### src/rtl/sipo_receiver_if.sv
// Serial link bundle between a bit-serial transmitter and the SIPO receiver.
// The receiver takes the slave side.
interface sipo_receiver_if #(
  parameter int WIDTH = 4
);
  logic             s;
  logic             v;
  logic             w;
  logic [WIDTH-1:0] Q;
  logic             done;
  logic             busy;
  logic             ovr;

  modport master (
    output s, v, w,
    input  Q, done, busy, ovr
  );

  modport slave (
    input  s, v, w,
    output Q, done, busy, ovr
  );
endinterface

### src/rtl/sipo_receiver.sv
// Serial-in/parallel-out receiver: gathers WIDTH qualified bits, LSB first,
// and publishes the word on Q together with a one-cycle done strobe.
module sipo_receiver #(
  parameter int WIDTH = 4,
  parameter int CW    = 3
) (
  input logic           clk,
  input logic           rst,
  sipo_receiver_if.slave bus
);

  typedef enum logic [1:0] {IDLE, SHIFT, DONE} state_e;

  localparam logic [CW-1:0] LastBit = CW'(WIDTH - 1);

  state_e           state_q, state_d;
  logic [WIDTH-1:0] sh_q, sh_d;
  logic [WIDTH-1:0] q_q, q_d;
  logic [CW-1:0]    cnt_q, cnt_d;
  logic             done_q, done_d;
  logic             ovr_q, ovr_d;
  logic             busy;

  always_ff @(posedge clk) begin
    if (rst) begin
      state_q <= IDLE;
      sh_q    <= '0;
      q_q     <= '0;
      cnt_q   <= '0;
      done_q  <= 1'b0;
      ovr_q   <= 1'b0;
    end else begin
      state_q <= state_d;
      sh_q    <= sh_d;
      q_q     <= q_d;
      cnt_q   <= cnt_d;
      done_q  <= done_d;
      ovr_q   <= ovr_d;
    end
  end

  // A start strobe always wins, so a frame can be restarted from any state.
  always_comb begin
    state_d = state_q;
    unique case (state_q)
      IDLE:  if (bus.s) state_d = SHIFT;
      SHIFT: begin
        if (bus.s) begin
          state_d = SHIFT;
        end else if (bus.v && (cnt_q == LastBit)) begin
          state_d = DONE;
        end
      end
      DONE:  state_d = bus.s ? SHIFT : IDLE;
      default: state_d = IDLE;
    endcase
  end

  // Q and done load on the edge that takes the final bit, so both are
  // visible together during the DONE cycle.
  always_comb begin
    sh_d   = sh_q;
    cnt_d  = cnt_q;
    q_d    = q_q;
    done_d = 1'b0;
    ovr_d  = ovr_q;
    unique case (state_q)
      IDLE, DONE: begin
        if (bus.s) begin
          sh_d  = '0;
          cnt_d = '0;
        end
      end
      SHIFT: begin
        if (bus.s) begin
          sh_d  = '0;
          cnt_d = '0;
          ovr_d = 1'b1;
        end else if (bus.v) begin
          sh_d  = {bus.w, sh_q[WIDTH-1:1]};
          cnt_d = cnt_q + CW'(1);
          if (cnt_q == LastBit) begin
            q_d    = {bus.w, sh_q[WIDTH-1:1]};
            done_d = 1'b1;
            cnt_d  = '0;
          end
        end
      end
      default: begin
        sh_d  = '0;
        cnt_d = '0;
      end
    endcase
  end

  always_comb begin
    busy = (state_q == SHIFT);
  end

  assign bus.Q    = q_q;
  assign bus.done = done_q;
  assign bus.busy = busy;
  assign bus.ovr  = ovr_q;

endmodule

### src/flat_wrapper.sv
// flat-port wrapper written by rule: the top's interface ports become plain ports
module sipo_receiver_flat 
#(
  parameter int WIDTH = 4,
  parameter int CW    = 3
)
  (clk, rst, bus_s, bus_v, bus_w, bus_Q, bus_done, bus_busy, bus_ovr);
  sipo_receiver_if #(.WIDTH(WIDTH)) bus_i ();
  input logic clk;
  input logic rst;
  input wire logic [$bits(bus_i.s)-1:0] bus_s;
  input wire logic [$bits(bus_i.v)-1:0] bus_v;
  input wire logic [$bits(bus_i.w)-1:0] bus_w;
  output wire logic [$bits(bus_i.Q)-1:0] bus_Q;
  output wire logic [$bits(bus_i.done)-1:0] bus_done;
  output wire logic [$bits(bus_i.busy)-1:0] bus_busy;
  output wire logic [$bits(bus_i.ovr)-1:0] bus_ovr;
  assign bus_i.s = bus_s;
  assign bus_i.v = bus_v;
  assign bus_i.w = bus_w;
  assign bus_Q = bus_i.Q;
  assign bus_done = bus_i.done;
  assign bus_busy = bus_i.busy;
  assign bus_ovr = bus_i.ovr;
  sipo_receiver #(.WIDTH(WIDTH), .CW(CW)) u_core (.clk(clk), .rst(rst), .bus(bus_i));
endmodule
### config.mk
export PLATFORM = sky130hd
export DESIGN_NAME = sipo_receiver_flat
export DESIGN_NICKNAME = d
export VERILOG_FILES = /design/src/rtl/sipo_receiver_if.sv /design/src/rtl/sipo_receiver.sv /design/src/flat_wrapper.sv
export SDC_FILE = /design/constraint.sdc
export NUM_CORES = 1
export LEC_CHECK = 0
export ABC_AREA = 0
export CAP_MARGIN = 5
export CORE_MARGIN = 4
export CORE_UTILIZATION = 42
export DETAILED_ROUTE_END_ITERATION = 6
export PLACE_DENSITY_LB_ADDON = 0.3
export REMOVE_ABC_BUFFERS = 1
export SYNTH_ARGS = -nofsm -noshare
export SYNTH_HDL_FRONTEND = slang
export SYNTH_SLANG_ARGS = --single-unit
### constraint.sdc
create_clock -name clk -period 1.1 [get_ports clk]
set_input_delay 0.22 -clock clk [delete_from_list [all_inputs] [get_ports clk]]
set_output_delay 0.22 -clock clk [all_outputs]
set_load 0.01 [all_outputs]
# Yosys cells after proc, flatten, opt, wreduce, memory -nomap -nowiden
# Index checks and enable logic that the tools add are counted.
[op_classes] add_sub_neg=1 n_eq_ne=7 n_mux=15 bitwise=3 reduce_logical=8
[op_table] operator="$mux 3" count=4
[op_table] operator="$mux 4" count=3
[op_table] operator="$pmux 4 s2" count=1
[op_table] operator="$mux 2" count=3
[op_table] operator="$pmux 2 s3" count=1
[op_table] operator="$pmux 3 s2" count=1
[op_table] operator="$reduce_and 2->1" count=3
[op_table] operator="$ne 2x2->1 const B" count=2
[op_table] operator="$reduce_and 4->1" count=1
[op_table] operator="$reduce_or 4->1" count=1
[op_table] operator="$add 3x1->3 const B" count=1
[op_table] operator="$eq 3x2->1 const B" count=1
[op_table] operator="$ne 3x2->1 const B" count=1
[op_table] operator="$ne 3x3->1 const B" count=1
[op_table] operator="$not 1->1" count=3
[op_table] operator="$eq 2x1->1 const B" count=1
[op_table] operator="$eq 2x2->1 const B" count=1
[op_table] operator="$logic_not 2->1" count=1
[op_table] operator="$mux 1" count=2
[op_table] operator="$reduce_or 2->1" count=1
[op_table] operator="$logic_and 1x1->1" count=1
[word_totals] reg_bits=15 inputBits=5 output_inout_bits=7 wordCells=40

# Logic depth before layout (Yosys ltp)
# Gate-level depths: netlist of run 1.
[depth] word_depth=5 ltp_mapped=5 ltp_nobuf=4

# Worst setup path after synthesis of run 1
# No wires, ideal clock.
[synth_timing] kind="register to register" from="register u_core.cnt_q[0]" to="register u_core.q_q[1], in the netlist u_core.bus.Q[1]" setup_time_ns=0.119 arrival_ns=1.026 required_time_ns=0.981 setup_slack_ns=-0.046 path_stages_with_launch=6 path_buffers=1 period_less_slack_ns=1.146 path_cell_list="dfxtp_1 > ha_1 > nand2b_1 > or2_1 > buf_6 > mux2i_1"
[synth_between] elab_chain_cells=2
[synth_lines] item="start, declared" line_no="sipo_receiver.sv:19" rtl="logic [CW-1:0] cnt_q, cnt_d;"
[synth_lines] item="start signal, assigned" line_no="sipo_receiver.sv:36" rtl="cnt_q <= cnt_d;"
[synth_lines] item="$eq 3x2->1" line_no="sipo_receiver.sv:82" rtl="if (cnt_q == LastBit) begin"
[synth_lines] item="$reduce_and 4->1 (no source line)"
[synth_lines] item="end signal, assigned" line_no="sipo_receiver.sv:35" rtl="q_q <= q_d;"
[synth_lines] item="end, declared" line_no="sipo_receiver.sv:18" rtl="logic [WIDTH-1:0] q_q, q_d;"
# Every way passes these cells.
# A chain may end at the register's enable or synchronous reset.

# Final worst setup path of run 1
[layout_timing] from="register u_core.state_q[1]" to="register u_core.q_q[0], in the netlist u_core.bus.Q[0]"
[layout_between] elab_chain_cells=2
[layout_lines] item="start, declared" line_no="sipo_receiver.sv:16" rtl="state_e state_q, state_d;"
[layout_lines] item="start signal, assigned" line_no="sipo_receiver.sv:33" rtl="state_q <= state_d;"
[layout_lines] item="$eq 2x1->1" line_no="sipo_receiver.sv:67" rtl="unique case (state_q)"
[layout_lines] item="$reduce_and 4->1 (no source line)"
# Every way passes these cells.

==> summary.txt, run 1 <==
Power
  • Maximum VDD drop: 0.827 mV
  • PwrDens: 1140 mW/mm^2
  • Leak: 0.354 nW

Routing
  • Via Count: 497
  • Highest routing layer actually used: met4
  • Initial DRC Count: 7
  • Via/cell ratio: 5.12
  • Wl on met1: 587 um
  • Drt total wl: 1.29 mm
  • Residual DRC count: 0
  • WL met3: 59 um
  • Met2 wire length: 611 um
  • Final ANT Viol Nets: 0
  • WL/cell: 13.3 um
  • TritonRoute pass-1 iters: 4

Clocking
  • CTS root buffer: clkbuf_4
  • CTS H-tree lvls: 1
  • Clk pin slew, worst setup/hold paths: 0.08 ns
  • CTS Buf Count: 3
  • Bufs on Longest Clock Path: 2
  • Clk sink count: 14
  • CTS tree: yes
  • Clock Latency Late Sink: 0.29 ns
  • Hold-fix buffers, CTS: 0

Logic synthesis
  • Post-synthesis cell count: 57
  • Predominant post-synthesis flop cell: dfxtp_1
  • Synthesized area: 598 um^2
  • Post-synth EDFFs: 0
  • Asr flop ratio synth: 0
  • Sequential-to-total area share from yosys stat: 0.469
  • Synthesis Warnings: 0
  • Yosys cell types: 21
  • Avg Inst Size Synth: 10.5 um^2
  • Yosys reg bits: 14

Critical path
  • Crit path largest cell delay: 0.34 ns
  • WP buf/inv: 1
  • Reg-to-Reg End: u_core.bus.Q[0]
  • WP data required: 1.28 ns
  • CP Depth: 4
  • R2R depth: 4
  • Crit path DAT: 1.35 ns
  • Worst-path fanout max: 5
  • Critical Path End Type: flop
  • Worst r2r src: u_core.state_q[1]
  • Critical Setup Path Class: flop to flop
  • Worst-path cell chain: buf_6 -> nand4bb_4 -> or2_4 -> mux2i_1
  • Slowest CP cell: dfxtp_2
  • R2R setup slack: -0.07 ns
  • CP startpoint kind: flop
  • Delay-heaviest family, CP: simple AND/OR/NAND/NOR gates

Timing
  • Hold Slack: 0.471 ns
  • Fin. max-slew vios: 0
  • RSZ-0062 raised after global routing: yes
  • Final worst path period share: 1.06
  • Setup ws final: -0.0678 ns
  • Max Fclk: 856 MHz
  • Rel. slew slack: 0.833
  • Final setup fails: 6
  • Final Hold Viols: 0
  • Setup Skew: 0.00293 ns
  • Tmin final: 1.17 ns
  • Least-Margin Pin Slew: 0.250 ns

Worst hold path
  • Tightest Hold Check Type: primary input to flop
  • Hold Startpoint: bus_s
  • Hold endpoint: u_core.cnt_q[0]
  • Hold path cells: 3

Layout
  • Finished Core Util: 0.668
  • P&R area growth vs syn: 47.1%
  • Nets@finish: 89
  • Most common cell after layout, fill and taps aside: nand2b_1
  • Fill count: 90
  • Multi-input logic area: 352 um^2
  • Most frequent cells in the layout: nand2b_1, buf_4, dfxtp_1, mux2i_1, dfxtp_2
  • Layout cell share with drive strength beyond 1: 0.451
  • Antenna Cells: 0
  • Register area: 287 um^2
  • Design area: 880 um^2

Die
  • Cell row count: 13
  • DIE AREA: 0.00209 mm^2
  • I/O pins: 12
  • Starting density of the core: 0.454
  • Die Ht: 45.7 um
  • Die Span X: 45.7 um
  • Core Area: 0.00132 mm^2

Place
  • IO buf count: 11
  • Post-DP HPWL: 869 um
  • Place WS: -0.418 ns
  • Placer Congestion: 0.745
  • Placed Area: 787 um^2

GRT
  • Overall routing resource usage: 0.145
  • Initial antenna violation count: 0
  • Gr ovfl total: 0
  • Pin count of the biggest net entering global routing: 17
  • First-pass GRT wire length: 2.06 mm
  • Vias in the first global route: 474

Outcome
  • Status: finished, violations left
  • Failing checks: setup timing

Flow run
  • Max Cap Violations: 0
## cells in the mapped netlist (all sizes together) (3+ instances only)
cell | instances | share of area
o22ai | 3 | 0.031
a21oi | 3 | 0.025
nand2b | 13 | 0.14
dfxtp | 14 | 0.47
mux2i | 5 | 0.084
nor2 | 4 | 0.025
## flip-flops by register name, summed over array words and instances, names as in the netlist
signal,count
u_core.bus.Q,4
u_core.cnt_q,3
u_core.sh_q,3
u_core.bus.ovr,1
u_core.bus.done,1
u_core.state_q,2
## stage by stage
step | instances | setup TNS [ns] | power [W]
floorplan | 55 | 0 | 0.000568
CTS | 97 | -0.240 | 0.00100
global placement | 91 | -4.30 | 0.000626
global route | 97 | -0.798 | 0.00103
detailed placement | 91 | -4.74 | 0.000628
finish | 97 | -0.206 | 0.000998
## report_power, final
| part | total (W) | internal, W | switching (W) | leakage [nW] |
|---|---|---|---|---|
| clock | 0.000372 | 0.000202 | 0.000171 | 0.0210 |
| sequential | 0.000518 | 0.000514 | 0.00000371 | 0.116 |
| combinational | 0.000108 | 0.0000585 | 0.0000496 | 0.218 |
| total | 0.000998 | 0.000774 | 0.000224 | 0.354 |
## worst max path at each step
stage                            endpoint               from  slack, ns
after floorplan           u_core.bus.Q[0]    u_core.cnt_q[0]      0.002
after detailed placement  u_core.cnt_q[1]              bus_s      -0.42
final                     u_core.bus.Q[0]  u_core.state_q[1]      -0.07
after global routing      u_core.bus.Q[0]  u_core.state_q[1]       -0.1
after CTS                 u_core.cnt_q[0]  u_core.state_q[0]      -0.09
after global placement    u_core.bus.Q[0]              bus_s      -0.39
## worst reg2reg max path, cell delays in order, from the launching register on
cell and delay, ns:
dfxtp_2 0.34, buf_6 0.12, nand4bb_4 0.21, or2_4 0.27, mux2i_1 0.12
## routing by layer
| layer | up-vias | global-route usage |
|---|---|---|
| li1 | 252 | - |
| met1 | 229 | 0.174 |
| met2 | 11 | 0.223 |
| met3 | 5 | 0.0356 |
| met4 | 0 | 0.102 |
| met5 | - | 0 |
## logic make-up after synthesis
group | after synthesis | share of synthesized area
DFF | 14 | 0.469
AOI/OAI and AO/OA | 9 | 0.0920
and+or+nand+nor | 25 | 0.291
muxes | 6 | 0.103
buffers and inverters | 2 | 0.0251
adders and majority gates | 1 | 0.0209
## cell type report
class	count	share of cell area
Timing Repair Buffer	23	0.212
Multi-Input combinational cell	41	0.400
Tap cell	15	0.0213
Clock buffer	4	0.0413
Sequential cell	14	0.326
## repair_timing
action	CTS	global route
setup endpoints to repair	19	18
pin swaps	1	2
setup buffers	2	1
gates resized for setup	28	12
No activity file was read; power rests on OpenSTA's default activity.
==> run 2, diff against run 1 <==
CTS_CLUSTER_DIAMETER = 40   (was unset)
==> results of run 2 <==
The final DEF is identical to that of run 1; final timing and power are the same.
==> run 3, diff against run 2 <==
CELL_PAD_IN_SITES_DETAIL_PLACEMENT = 1   (was unset)
CELL_PAD_IN_SITES_GLOBAL_PLACEMENT = 1   (was unset)
CORE_UTILIZATION = 33   (was 42)
==> run 3 against run 2 <==
Effect of this change:
- the flow still finishes with violations (setup timing)
- register-to-register slack lost 0.02 ns
- sequential power is essentially flat
- power grew 0.41%
- via count grew 4.2%
- final area grew 2.6%
- wire length grew 12%
- utilization shrank 15 points
- first-iteration DRC count shrank 14%
- count of clock-buffer cells in the layout is the same
- clock power grew 1%
==> summary.txt, run 3 (same netlist as run 1, synthesis figures left out) <==
Worst hold path
  • Hold Startpoint: rst
  • Hold path cells: 3
  • Tightest Hold Check Type: primary input to flop
  • Hold endpoint: u_core.cnt_q[0]

Die
  • DIE AREA: 0.00256 mm^2
  • Die Span X: 50.6 um
  • Starting density of the core: 0.346
  • Die Ht: 50.6 um
  • Core Area: 0.00173 mm^2
  • I/O pins: 12
  • Cell row count: 15

Place
  • Post-DP HPWL: 981 um
  • Dpl cells: 103
  • IO buf count: 11
  • Placed Area: 815 um^2
  • Placer Congestion: 0.791

Timing
  • Tmin final: 1.19 ns
  • Hold Slack: 0.436 ns
  • Fin. max-slew vios: 0
  • Max Fclk: 839 MHz
  • Final Hold Viols: 0
  • Final worst path period share: 1.08
  • Final setup fails: 5
  • Setup Skew: 0.00503 ns
  • Rel. slew slack: 0.834
  • RSZ-0062 raised after global routing: yes
  • Least-Margin Pin Slew: 0.246 ns
  • Setup ws final: -0.0913 ns

Critical path
  • R2R setup slack: -0.09 ns
  • Worst r2r src: u_core.state_q[1]
  • Critical Path End Type: flop
  • Crit. Startpoint: u_core.state_q[1]
  • Reg-to-Reg End: u_core.bus.Q[1]
  • CP startpoint kind: flop
  • WP data required: 1.27 ns
  • R2R depth: 4
  • Crit path DAT: 1.36 ns
  • Critical Setup Path Class: flop to flop
  • Worst-path fanout max: 4

GRT
  • Pin count of the biggest net entering global routing: 14
  • First-pass GRT wire length: 2.40 mm
  • GRT met2 Usage: 0.217
  • Gr ovfl total: 0
  • Vias in the first global route: 522
  • Most used routing layer: met2
  • Initial antenna violation count: 0
  • GR Util met3: 0.0356
  • Met1 Resource Use GR: 0.150
  • Overall routing resource usage: 0.128

Power
  • Design Power: 0.00100 W
  • Sw Pwr: 0.000229 W
  • Clock share of power: 0.375
  • PwrDens: 1110 mW/mm^2
  • Cell-internal power: 0.000774 W
  • Switch share: 0.228
  • Sequential Power Share: 0.518
  • Leak: 0.365 nW
  • Combinational Power Share: 0.107
  • Maximum VDD drop: 0.819 mV

Routing
  • Via/cell ratio: 4.75
  • Residual DRC count: 0
  • Drt total wl: 1.45 mm
  • Via Count: 518
  • TritonRoute pass-1 iters: 4
  • WL/cell: 13.3 um
  • Final ANT Viol Nets: 0
  • Initial DRC Count: 6

Clocking
  • Hold-fix buffers, CTS: 0
  • Clk sink count: 14
  • CTS tree: yes
  • CTS root buffer: clkbuf_4
  • Clock Latency Late Sink: 0.28 ns
  • CTS Buf Count: 3
  • Clk pin slew, worst setup/hold paths: 0.09 ns
  • Bufs on Longest Clock Path: 2
  • CTS H-tree lvls: 1

Flow run
  • Max Cap Violations: 0

Layout
  • Layout cell share with drive strength beyond 1: 0.476
  • Nets@finish: 91
  • Finished Layout Cells: 109
  • Antenna Cells: 0
  • P&R area growth vs syn: 50.8%
  • Design area: 902 um^2
  • Max FFs per register: 4
  • Most frequent cells in the layout: nand2b_1, buf_4, dfxtp_1, dfxtp_2, mux2i_1

Outcome
  • Failing checks: setup timing
  • Status: finished, violations left
-- run 3: changes by cell type in the layout (fill, tap and decap cells not counted), sizes merged --
cell / previous run / this run
buf: 13 / 16
clkdlybuf4s15: 3 / 1
dlygate4sd2: 2 / 4
clkdlybuf4s50: 2 / 1
-- run 3: worst max-delay path by stage --
stage               depth (start not counted)         endpoint
floorplan                                   4  u_core.bus.Q[0]
global placement                            4  u_core.bus.Q[0]
detailed placement                          4  u_core.bus.Q[0]
CTS                                         4  u_core.cnt_q[0]
global route                                4  u_core.bus.Q[1]
finish                                      4  u_core.bus.Q[1]
-- run 3: critical path, stage by stage (launching register included) --
cell and delay (ns):
dfxtp_2 0.34, buf_6 0.12, nand4bb_4 0.20, or2_4 0.29
mux2i_1 0.12
-- run 3: final cells by class --
type	count	area [um^2]
tap	25	31.3
fill	203	825
multi-input combinational	41	353
timing repair buffer	25	194
sequential	14	288
clock buffer	4	36.3
-- run 3: routing by layer --
layer  routed length [um]  vias to the layer above
li1                     -                      258
met1                  647                      245
met2                  721                       11
met3                   55                        4
met4                   22                        0
met5                    0                        -
-- run 3: what timing repair did --
item                                    in CTS  in global routing
gates resized for setup                     31                 12
pin swaps                                    2                  5
setup buffers                                2                  1
endpoints found under the setup margin      19                 19
-- run 3: stage by stage --
stage               setup slack [ns]   util  TNS (ns)
floorplan                    0.00244      -         0
global placement              -0.421  0.472     -4.84
detailed placement            -0.430  0.472     -5.07
CTS                           -0.121  0.520    -0.405
global route                  -0.126  0.522     -1.05
finish                       -0.0913  0.522    -0.233
-- run 3: power by group through the flow --
stage	combinational (W)	sequential, W	clock (W)
6_report	0.000107	0.000519	0.000376
5_1_grt	0.000117	0.000521	0.000412
4_1_cts	0.000110	0.000519	0.000387
3_5_place_dp	0.000105	0.000530	0
3_3_place_gp	0.000103	0.000529	0
2_1_floorplan	0.0000351	0.000533	0
==> RTL edit 1 (flow settings as in run 2) <==
`CW` is set to 3 in 2 places; all go to 2.
--- a/src/rtl/sipo_receiver.sv
+++ b/src/rtl/sipo_receiver.sv
@@ -2,7 +2,7 @@
 // and publishes the word on Q together with a one-cycle done strobe.
 module sipo_receiver #(
   parameter int WIDTH = 4,
-  parameter int CW    = 3
+  parameter int CW    = 2
 ) (
   input logic           clk,
   input logic           rst,
--- a/src/flat_wrapper.sv
+++ b/src/flat_wrapper.sv
@@ -2,7 +2,7 @@
 module sipo_receiver_flat 
 #(
   parameter int WIDTH = 4,
-  parameter int CW    = 3
+  parameter int CW    = 2
 )
   (clk, rst, bus_s, bus_v, bus_w, bus_Q, bus_done, bus_busy, bus_ovr);
   sipo_receiver_if #(.WIDTH(WIDTH)) bus_i ();
Formal check against the unedited RTL: no difference found for any inputs over 10 cycles, from zero or initial values and one cycle with rst high; that may be too few to reach the edited logic, so the function may still have changed.
==> RTL edit 1 against run 2 <==
  * The flow still finishes with violations (negative setup slack)
  * Setup slack better by 0.0062 ns
  * Sequential power is 6.9% lower
  * Design area is 8.8% lower
  * Routed wire length is 6.9% higher
  * Via count is 7.6% lower
  * Synthesized area is 12% lower
  * Total power is 10% lower
  * Sequential cell count is 1 lower
==> RTL edit 1: results (changes against run 2) <==
status:
  status: "finished, violations left"
  violations: "negative setup slack"
global_route:
  use_met3: 0.0456  # +0.0101
  grt_pass1_vias: 489  # +3.2%
  grt_use_total: 0.170  # +0.0255
  use_met2: 0.289  # +0.0662
  grt_pass1_wl_um: 2260  # +10%
  grt_util_met1: 0.173  # -0.00141
detailed_routing:
  dr.pass1.iters: 2  # -2
  wire_per_inst_um: 15.2  # +14%
  wl_met3_um: 49  # -17%
  wl_met1_um: 572  # -2.6%
  viasPerCell: 5.04  # -1.6%
placement:
  place_area_um2: 727  # -7.6%
  place_inst: 84  # -7.7%
  place_congestion: 0.727  # -2.5%
timing:
  worst_pin_slew_ns: 0.305  # +0.0548 ns
  worst_slack_ns: -0.0616  # +0.00616 ns
  setup_viol: 12  # +6
  clock_skew_ns: 0.000882  # -0.00205 ns
  setup_tns_ns: -0.418  # -0.213 ns
  holdWs_ns: 0.482  # +0.0112 ns
min_path:
  hp-class: "register to register"
synth:
  synth_area_per_cell_um2: 10.6  # +0.64%
  ys_types: 20  # -4.8%
  ys_top_cells_by_count: "13 x dfxtp_1, 9 x nand2b_1, 4 x mux2i_1"
  ys_seq_area_frac: 0.493  # +0.0243
  synth_area_leaders: "dfxtp_1 49%, nand2b_1 11%, mux2i_1 7.6%, ha_1 4.7%, nor3b_4 3.6%"
cells_and_area:
  fin_nets: 85  # -4.5%
  final_cells: 91  # -6.2%
  drive_gt1_frac: 0.442  # -0.00966
  num_antenna_cells: 0  # unchanged
  nFillCells: 101  # +12%
setup_path:
  cp_max_fo: 3  # -2
  cp_top_family: "simple AND/OR/NAND/NOR gates"
die:
  initial_core_util: 0.463  # +0.00878
pwr:
  p_leak_nw: 0.353  # -0.38%
==> RTL edit 1: cell type report <==
class / instances / area [um2] / share of cell area
multi-input cells: 36 / 304 / 0.379
flip-flops and latches: 13 / 263 / 0.328
well taps: 14 / 17.5 / 0.0218
clock buffers: 4 / 26.3 / 0.0328
repair buffers: 24 / 191 / 0.239
==> RTL edit 1: where the power goes <==
| group | switching (W) | internal [W] | total (W) | leakage (nW) |
|---|---|---|---|---|
| combinational | 0.0000531 | 0.0000697 | 0.000123 | 0.232 |
| sequential | 0.00000448 | 0.000478 | 0.000482 | 0.106 |
| clock | 0.000148 | 0.000141 | 0.000289 | 0.0150 |
==> RTL edit 1: cell families (layout without fill, tap and decap cells) <==
| logic type | count (synthesis) | in the layout | synth area share |
|---|---|---|---|
| adders and majority gates | 2 | 2 | 0.0474 |
| muxes | 4 | 4 | 0.0758 |
| buffers and inverters | 1 | 28 | 0.00710 |
| AOI/OAI and AO/OA | 9 | 9 | 0.104 |
| DFF | 13 | 13 | 0.493 |
| and+or+nand+nor | 21 | 21 | 0.273 |
==> RTL edit 1: worst reg2reg max path, cell delays in order (launching register included) <==
cell and delay (ns):
dfxtp_2 0.33, buf_6 0.12, nor3b_4 0.30, buf_6 0.16, nand3_2 0.08, a21oi_1 0.12
==> RTL edit 1: worst paths after layout <==
| path | endpoint | cells past startpoint | startpoint |
|---|---|---|---|
| worst min-delay path | u_core.bus.Q[2] | 2 | u_core.bus.Q[2] |
| worst max-delay path | u_core.cnt_q[1] | 5 | u_core.state_q[1] |
| worst min register to register | u_core.bus.Q[2] | 2 | u_core.bus.Q[2] |
| worst max register to register | u_core.cnt_q[1] | 5 | u_core.state_q[1] |
==> RTL edit 2 (config.mk and constraints of run 2) <==
Made on the original files. Make the reset (`rst`) asynchronous in one clocked block.
--- a/src/rtl/sipo_receiver.sv
+++ b/src/rtl/sipo_receiver.sv
@@ -21,7 +21,7 @@
   logic             ovr_q, ovr_d;
   logic             busy;
 
-  always_ff @(posedge clk) begin
+  always_ff @(posedge clk or posedge rst) begin
     if (rst) begin
       state_q <= IDLE;
       sh_q    <= '0;
Behaviour: differs if rst is asserted again (counterexample within 4 cycles, from zero or initial values and one cycle with rst high); with rst held inactive, the same outputs for 10 cycles.
==> RTL edit 2 against run 2 <==
  * The flow still finishes with violations (negative setup slack)
  * Die area rose by 4.6%
  * First-iteration DRC count fell by 71%
  * Maximum frequency fell by 15%
  * Count of clock-buffer cells in the layout did not move
  * Routed wire length fell by 9.3%
  * Synthesized area rose by 5.6%
  * Sequential cell count did not move
  * Design area fell by 0.57%
  * Core utilization fell by 2.8 points
  * Setup slack got worse by 0.20 ns
  * Largest cell class is now sequential cells
  * Highest routed layer unchanged
Power is not compared: it rests on default switching activity, and its combinational part moved more than twofold at a synthesized area within 25%.
==> RTL edit 2: results (changes against run 2) <==
synth:
  synth_compound_area_frac: 0.0515  # -0.0406
  ys_types: 18  # -14%
  synthAdderAreaFrac: 0.0198  # -0.00112
  synth_area_leaders: "dfrtp_1 55%, mux2_4 9.5%, mux2i_1 4.8%, nor2b_1 4.0%, mux2_1 3.6%"
  synthMuxAreaShare: 0.178  # +0.0757
  synthFlopType: "dfrtp_1"
  synth_area_per_cell_um2: 13.4  # +28%
  ys_top_cells_by_count: "14 x dfrtp_1, 4 x inv_1, 4 x mux2_4, 4 x nor2b_1"
  ys_seq_area_frac: 0.554  # +0.0858
  async_flop_share: 1.00  # +1.00
  synth_xor_area_frac: 0  # unchanged
global_route:
  use_met2: 0.195  # -0.0277
  grt_pass1_wl_um: 1890  # -8.1%
  use_met3: 0.0345  # -0.00109
  grt_use_total: 0.129  # -0.0153
  grt_util_met1: 0.163  # -0.0105
  grt_start_max_net_pins: 15  # -2
  grt_pass1_vias: 437  # -7.8%
setup_path:
  crit_slowest_cell: "dfrtp_1"
  cp_top_family: "flip-flops"
  max_stage_delay_ns: 0.39  # +0.05 ns
  arrival_ns: 1.54  # +0.19 ns
  cp_max_fo: 5  # unchanged
cells_and_area:
  drive_gt1_frac: 0.507  # +0.0556
  fin_nets: 80  # -10%
  largest_reg_flops: 4  # unchanged
  num_antenna_cells: 0  # unchanged
  multi_input_area_um2: 280  # -20%
  nFillCells: 109  # +21%
timing:
  worst_slack_ns: -0.269  # -0.201 ns
  setup_tns_ns: -2.44  # -2.23 ns
  worst_pin_slew_ns: 0.183  # -0.0678 ns
  clock_skew_ns: 0.00336  # +0.000427 ns
  setup_viol: 11  # +5
placement:
  place_area_um2: 832  # +5.7%
  dpl.hpwl_um: 837  # -3.7%
  place_congestion: 0.683  # -8.4%
  post-place-ws_ns: -0.519  # -0.101 ns
  place_inst: 83  # -8.8%
  port_buffers: 11  # unchanged
detailed_routing:
  routed_wl_um: 1170  # -9.3%
  wire_per_inst_um: 13.3  # about the same
  drt_iter0_drc: 2  # -5
  dr.pass1.iters: 4  # unchanged
  vias: 427  # -14%
status:
  status: "finished, violations left"
  violations: "negative setup slack"
clocking:
  insertion_delay_ns: 0.28
  clockRootBuffer: "clkbuf_4"
min_path:
  hp-class: "input port to async pin"
==> RTL edit 2: repair_timing <==
action,in CTS,in global routing
endpoints found under the setup margin,18,13
hold endpoints to repair,0,0
pin swaps,3,2
setup buffers,1,0
gates resized for setup,35,4
==> RTL edit 2: area by class of cell <==
| class | instances | area share |
|---|---|---|
| multi-input cells | 28 | 0.320 |
| flip-flops and latches | 14 | 0.402 |
| inverters | 4 | 0.0172 |
| clock buffers | 4 | 0.0415 |
| well taps | 15 | 0.0215 |
| repair buffers | 23 | 0.197 |
==> RTL edit 2: power groups by stage <==
stage               combinational (W)  sequential [W]  clock, W
floorplan                    0.000243        0.000716         0
global placement             0.000524        0.000702         0
detailed placement           0.000535        0.000708         0
CTS                          0.000518        0.000698  0.000390
global route                 0.000577        0.000710  0.000429
finish                       0.000526        0.000698  0.000378
==> RTL edit 2: tightest hold or removal path, cell delays in order <==
cell and delay, ns:
clkdlybuf4s50_1 0.39, inv_1 0.05, buf_4 0.21
==> RTL edit 2: metal layers <==
layer	up-vias	routed length, um
met5	-	0
met4	0	14
met2	11	505
met1	204	594
met3	2	57
li1	210	-
==> RTL edit 2: worst paths after layout <==
path / startpoint / endpoint / slack [ns] / cells past startpoint
setup reg to reg: u_core.cnt_q[1] / u_core.bus.Q[0] / -0.27 / 4
min in group clk: u_core.bus.ovr / u_core.bus.ovr / 0.47 / 1
hold reg to reg: u_core.bus.ovr / u_core.bus.ovr / 0.47 / 1
max in group asynchronous: rst / u_core.state_q[1] / 0.70 / 3
setup / recovery: u_core.cnt_q[1] / u_core.bus.Q[0] / -0.27 / 4
hold / removal: rst / u_core.bus.done / 0.22 / 3
